$ cat config.mk
export PLATFORM = sky130hd
export DESIGN_NAME = mpadd_seq
export DESIGN_NICKNAME = d
export VERILOG_FILES = /design/src/rtl/mpadd_pkg.sv /design/src/rtl/chunk_adder.sv /design/src/rtl/mpadd_seq.sv
export SDC_FILE = /design/constraint.sdc
export NUM_CORES = 1
export LEC_CHECK = 0
export ABC_AREA = 1
export CORE_UTILIZATION = 40
export DETAILED_ROUTE_END_ITERATION = 8
export GPL_TIMING_DRIVEN = 0
export PLACE_DENSITY = 0.7
export SYNTH_ARGS = -nofsm -noshare
export SYNTH_HDL_FRONTEND = slang
export SYNTH_HIERARCHICAL = 1
export SYNTH_SLANG_ARGS = --single-unit
$ cat constraint.sdc
create_clock -name clk -period 9.7 [get_ports clk]
set_clock_uncertainty 0.05 [all_clocks]
set_input_delay 2.91 -clock clk [delete_from_list [all_inputs] [get_ports clk]]
set_output_delay 2.91 -clock clk [all_outputs]
set_load 0.02 [all_outputs]
$ cat src/rtl/mpadd_pkg.sv
// Shared definitions for the sequential multi-precision adder: FSM encoding and default sizing.
package mpadd_pkg;

  typedef enum logic [1:0] {
    ST_IDLE = 2'd0,
    ST_RUN  = 2'd1,
    ST_DONE = 2'd2
  } state_e;

  localparam int unsigned CHUNK_DEF  = 32;
  localparam int unsigned NCHUNK_DEF = 4;

endpackage

$ cat src/rtl/chunk_adder.sv
// Combinational CHUNK-bit adder slice with carry in/out.
// With MPADD_SEQ_OVF_EN defined it also exports the carry into the slice MSB.
module chunk_adder #(
  parameter int unsigned CHUNK = 32
) (
  input  logic [CHUNK-1:0] a,
  input  logic [CHUNK-1:0] b,
  input  logic             ci,
`ifdef MPADD_SEQ_OVF_EN
  output logic             cm,
`endif
  output logic [CHUNK-1:0] s,
  output logic             co
);

  logic [CHUNK:0] full;

  assign full = {1'b0, a} + {1'b0, b} + {{CHUNK{1'b0}}, ci};
  assign s    = full[CHUNK-1:0];
  assign co   = full[CHUNK];

`ifdef MPADD_SEQ_OVF_EN
  // The MSB sum bit is a ^ b ^ carry_in, so the carry in can be recovered from it.
  assign cm = a[CHUNK-1] ^ b[CHUNK-1] ^ full[CHUNK-1];
`endif

endmodule

$ cat src/rtl/mpadd_seq.sv
// Sequential W-bit add/subtract, one CHUNK-bit slice per cycle, valid/ready on both sides.
// Define MPADD_SEQ_OVF_EN to add the registered signed-overflow output ovf.
module mpadd_seq
  import mpadd_pkg::*;
#(
  parameter int unsigned CHUNK  = CHUNK_DEF,
  parameter int unsigned NCHUNK = NCHUNK_DEF
) (
  input  logic                    clk,
  input  logic                    rst_n,
  input  logic                    in_valid,
  output logic                    in_ready,
  input  logic [CHUNK*NCHUNK-1:0] op_a,
  input  logic [CHUNK*NCHUNK-1:0] op_b,
  input  logic                    sub,
  output logic                    out_valid,
  input  logic                    out_ready,
  output logic [CHUNK*NCHUNK-1:0] sum,
`ifdef MPADD_SEQ_OVF_EN
  output logic                    ovf,
`endif
  output logic                    co
);

  localparam int unsigned W    = CHUNK * NCHUNK;
  localparam int unsigned IDXW = $clog2(NCHUNK + 1);

  state_e          state_q;
  logic [W-1:0]    a_q;
  logic [W-1:0]    b_q;
  logic [W-1:0]    sum_q;
  logic            carry_q;
  logic            co_q;
  logic [IDXW-1:0] idx_q;
  logic            last;
  int unsigned     base;

  logic [CHUNK-1:0] sl_s;
  logic             sl_co;
`ifdef MPADD_SEQ_OVF_EN
  logic             sl_cm;
  logic             ovf_q;
`endif

  assign base = 32'(idx_q) * CHUNK;
  assign last = (idx_q == IDXW'(NCHUNK - 1));

  chunk_adder #(
    .CHUNK (CHUNK)
  ) u_chunk_adder (
    .a  (a_q[base +: CHUNK]),
    .b  (b_q[base +: CHUNK]),
    .ci (carry_q),
`ifdef MPADD_SEQ_OVF_EN
    .cm (sl_cm),
`endif
    .s  (sl_s),
    .co (sl_co)
  );

  always_ff @(posedge clk or negedge rst_n) begin
    if (!rst_n) begin
      state_q <= ST_IDLE;
      a_q     <= '0;
      b_q     <= '0;
      sum_q   <= '0;
      carry_q <= 1'b0;
      co_q    <= 1'b0;
      idx_q   <= '0;
`ifdef MPADD_SEQ_OVF_EN
      ovf_q   <= 1'b0;
`endif
    end else begin
      unique case (state_q)
        ST_IDLE: begin
          if (in_valid) begin
            a_q     <= op_a;
            // Subtraction is A + ~B + 1; the +1 enters through the carry register.
            b_q     <= sub ? ~op_b : op_b;
            carry_q <= sub;
            idx_q   <= '0;
            state_q <= ST_RUN;
          end
        end
        ST_RUN: begin
          sum_q[base +: CHUNK] <= sl_s;
          carry_q              <= sl_co;
          if (last) begin
            co_q    <= sl_co;
`ifdef MPADD_SEQ_OVF_EN
            ovf_q   <= sl_cm ^ sl_co;
`endif
            idx_q   <= '0;
            state_q <= ST_DONE;
          end else begin
            idx_q <= idx_q + IDXW'(1);
          end
        end
        ST_DONE: begin
          if (out_ready) state_q <= ST_IDLE;
        end
        default: state_q <= ST_IDLE;
      endcase
    end
  end

  assign in_ready  = (state_q == ST_IDLE);
  assign out_valid = (state_q == ST_DONE);
  assign sum       = sum_q;
  assign co        = co_q;
`ifdef MPADD_SEQ_OVF_EN
  assign ovf       = ovf_q;
`endif

endmodule

==> summary.md <==
| Metric | Value |
|---|---|
| Largest net degree at the start of global routing | 121 |
| Die X | about 230 µm |
| Worst path arrival time | roughly 2000 ps |
| P&R area growth vs syn | 29.9% |
| Fin crit share | ~51% |
| Multi-input gate area | about 9000 µm² |
| Async S/R FF share, synth | 100% |
| Status | complete, no violations |
| Max VDD drop | between 0.2 and 0.25 mV |
| Mapped Nets | a little over 3000 |
| First-pass GRT wire length | about 110000 µm |
| Initial drt markers | ~1700 |
| Total number of vias | a little under 20000 |
| Die area | ~53000 µm² |
| Final Worst Setup Slack | 4740 ps |
| Fill count | between 4000 and 5000 |
| Worst-margin pin slew | slightly below 800 ps |
| Relative slew margins | a little under half |
| Top-count cell post-synth | nand2_1 |
| Initial core utilization | 40.6% |
| Logic pwr share | between 60% and 70% |
| Pwr Total | 11.4 mW |
| First-pass iteration count of the detailed router | 6 |
| Fin util | approximately 53% |
| # port buffers | approximately 400 |
| Post-synthesis sequential area ratio | 46.9% |
| CP Class | reg -> out |
| Clock buffer count from CTS | 44 |
| Post-detailed-route count of antenna-violating nets | 0 |
| Root buffer cell | clkbuf_16 |
| Layout cells sized above 1 | under 10% |
| Int Pwr | about 5.5 mW |
| Drt total wl | ~71000 µm |
| Final setup fails | 0 |
| Unrepaired setup endpoints after global routing | false |
| Startpoint types | flip-flop |
| NetSw | 5.89 mW |
| Worst-path clk slew | roughly 60 ps |
| Dpl hpwl | between 50000 and 60000 µm |
| DP Worst Slack | approximately 4800 ps |
| CTS resizes | 0 |
| Register share of total power | between 20% and 30% |
| Biggest area consumer among synthesized cells | dfrtp_1 |
| Max-Cap Viols | 0 |
| I/O Pins | about 390 |
| Synth Warn # | 6 |
| Synth top cells by count | nand2_1 (938), dfrtp_1 (391), o21ai_0 (330) |
| Synth area leaders | dfrtp_1 (47%), nand2_1 (17%), o21ai_0 (7.9%) |
| Grt total ovfl | 0 |
| CTS tree | done |
| Setup repair bufs after CTS | 0 |
| Die Ht | approximately 230 µm |
| Core box area | ~51000 µm² |
| H-tree depth | 2 |
| CP max stage cell | clkdlybuf4s50_1 |
| DRC | 0 |
| Post-synth top area share | between 40% and 50% |
| Initial antenna violation count | 1 |
| Endpoint class of the critical path | primary output |
| Reg area | between 9000 and 10000 µm² |
| Final hold violation count | 0 |
| Yosys reg bits | slightly below 400 |
| Routed wire per std cell | around 18 µm |
| Post-synth top flop | dfrtp_1 |
| Vias/cell | roughly 5 |
| CTS max path bufs | 3 |
| Final GP Congestion | 0.944 |
| Clock share of power | between 10% and 20% |
| Vias in the first global route | around 19000 |
| Post-Syn Area | ~21000 µm² |
| Syn_area_per_cell | approximately 7.6 µm² |
| Pleak | between 10 and 15 nW |
| Cell variety after synth | 34 |
| Hold Buf Count CTS | 0 |
| Net count, final | approximately 3500 |
| Clock Latency Late Sink | 580 ps |
| Worst stage delay on the critical path | roughly 640 ps |
| Top fanout value on the critical path | 4 |
| Crit path required time | between 6000 and 7000 ps |
| Min Tclk post-route | ~5000 ps |
| CP delay by family, top | buffers and inverters |
| Crit path cell chain | inv_1 -> nor2_1 -> clkdlybuf4s50_1 |
| Crit path buf inv count | 2 |
| EDFF count, synth | 0 |
| Max Slew Vio Count | 0 |
| Switching share of power | 51.9% |
| Worst Hold Class | reg -> reg |
| Cell count after synthesis | 2753 |
| Rows | 83 |
| F_max | 202 MHz |
| CTS Sinks | about 390 |
| Power Density | roughly 420 nW/µm² |
| Global Route Usage Sum | approximately 27% |
## area by class of cell
type,count,share of cell area [%]
Sequential cell,391,36.1
Inverter,284,3.94
Antenna cell,1,0.00924
Clock buffer,62,4.62
Buffer,162,2.85
Timing Repair Buffer,393,14.7
Clock inverter,15,0.499
Multi-Input combinational cell,1916,34.1
Tap cell,680,3.14
## cells in the final DEF (no fill, tap or decap), types with 6 or more instances in the layout
master and n:
o21ai_0 330, nor2_2 6, clkdlybuf4s50_1 389, xnor2_1 129
clkbuf_16 45, nand3_1 235, nand2_1 938, xor2_1 14
o211ai_1 10, buf_4 11, o21ai_1 12, clkbuf_8 6
dfrtp_1 391, clkbuf_1 85, ha_1 36, clkbuf_2 7
inv_1 281, or2_2 10, buf_2 61, clkinv_2 10
nor2_1 107, nand2_2 7, a21oi_1 60
## registers in the layout, indices dropped and copies added, names as in the netlist
signal / cells
a_q: 128
b_q: 128
sum: 128
idx_q: 3
state_q: 2
carry_q: 1
co: 1
## per-stage QoR
step	instance area (µm²)	std cells	hold slack, ps	TNS (ps)
floorplan	20800	2753	391	0
global placement	25600	3823	404	-4428950
detailed placement	25700	3826	408	0
CTS	27100	3903	424	0
global route	27100	3904	441	0
finish	27100	3904	419	0
## final timing paths
kind,from,endpoint,slack [ps],cells past startpoint
max reg2reg,idx_q[0],sum[47],5340,16
min in group asynchronous,rst_n,sum[4],2210,1
min,sum[24],sum[24],420,2
max in group asynchronous,rst_n,b_q[2],5510,4
min reg2reg,sum[24],sum[24],420,2
max,state_q[1],out_valid,4740,3
## worst register-to-register path, cell delays in order, from the launching register on
cell and delay (ps):
dfrtp_1 370, buf_2 210, inv_1 160, buf_2 250
clkbuf_1 300, o21ai_0 520, o21ai_0 350, ha_1 520
nand2_1 150, nor2_1 110, nand3_1 90, nand2_2 120
nand2_1 70, nand2_2 110, xor2_1 590, nand3_1 140
o21ai_0 170
## per-layer routing
metal	wire, µm	vias to the layer above	GRT usage (%)
li1	-	9520	-
met1	30200	9138	35.7
met2	33400	759	44.4
met3	4900	130	3.45
met4	2850	0	11.5
met5	0	-	0
## cells by family (layout without fill, tap and decap cells)
kind of cell / Yosys count / after routing / share of synthesized area (%)
and+or+nand+nor: 1320 / 1320 / 25.8
buffers and inverters: 446 / 916 / 8.82
AOI/OAI and AO/OA: 415 / 415 / 10.1
DFF: 391 / 391 / 46.9
xor gates and xnor gates: 143 / 143 / 6.01
adders and majority gates: 38 / 38 / 2.35
other: 0 / 1 / 0
## power groups by stage
stage | clock network (mW) | registers [mW] | logic, mW
after floorplan | 0 | 2.90 | 4.00
after global placement | 0 | 2.75 | 6.83
after detailed placement | 0 | 2.75 | 6.89
after CTS | 1.64 | 2.73 | 6.91
after global routing | 1.71 | 2.81 | 7.71
final | 1.62 | 2.73 | 7.00
Note: power is estimated with default switching activity, not from simulation.
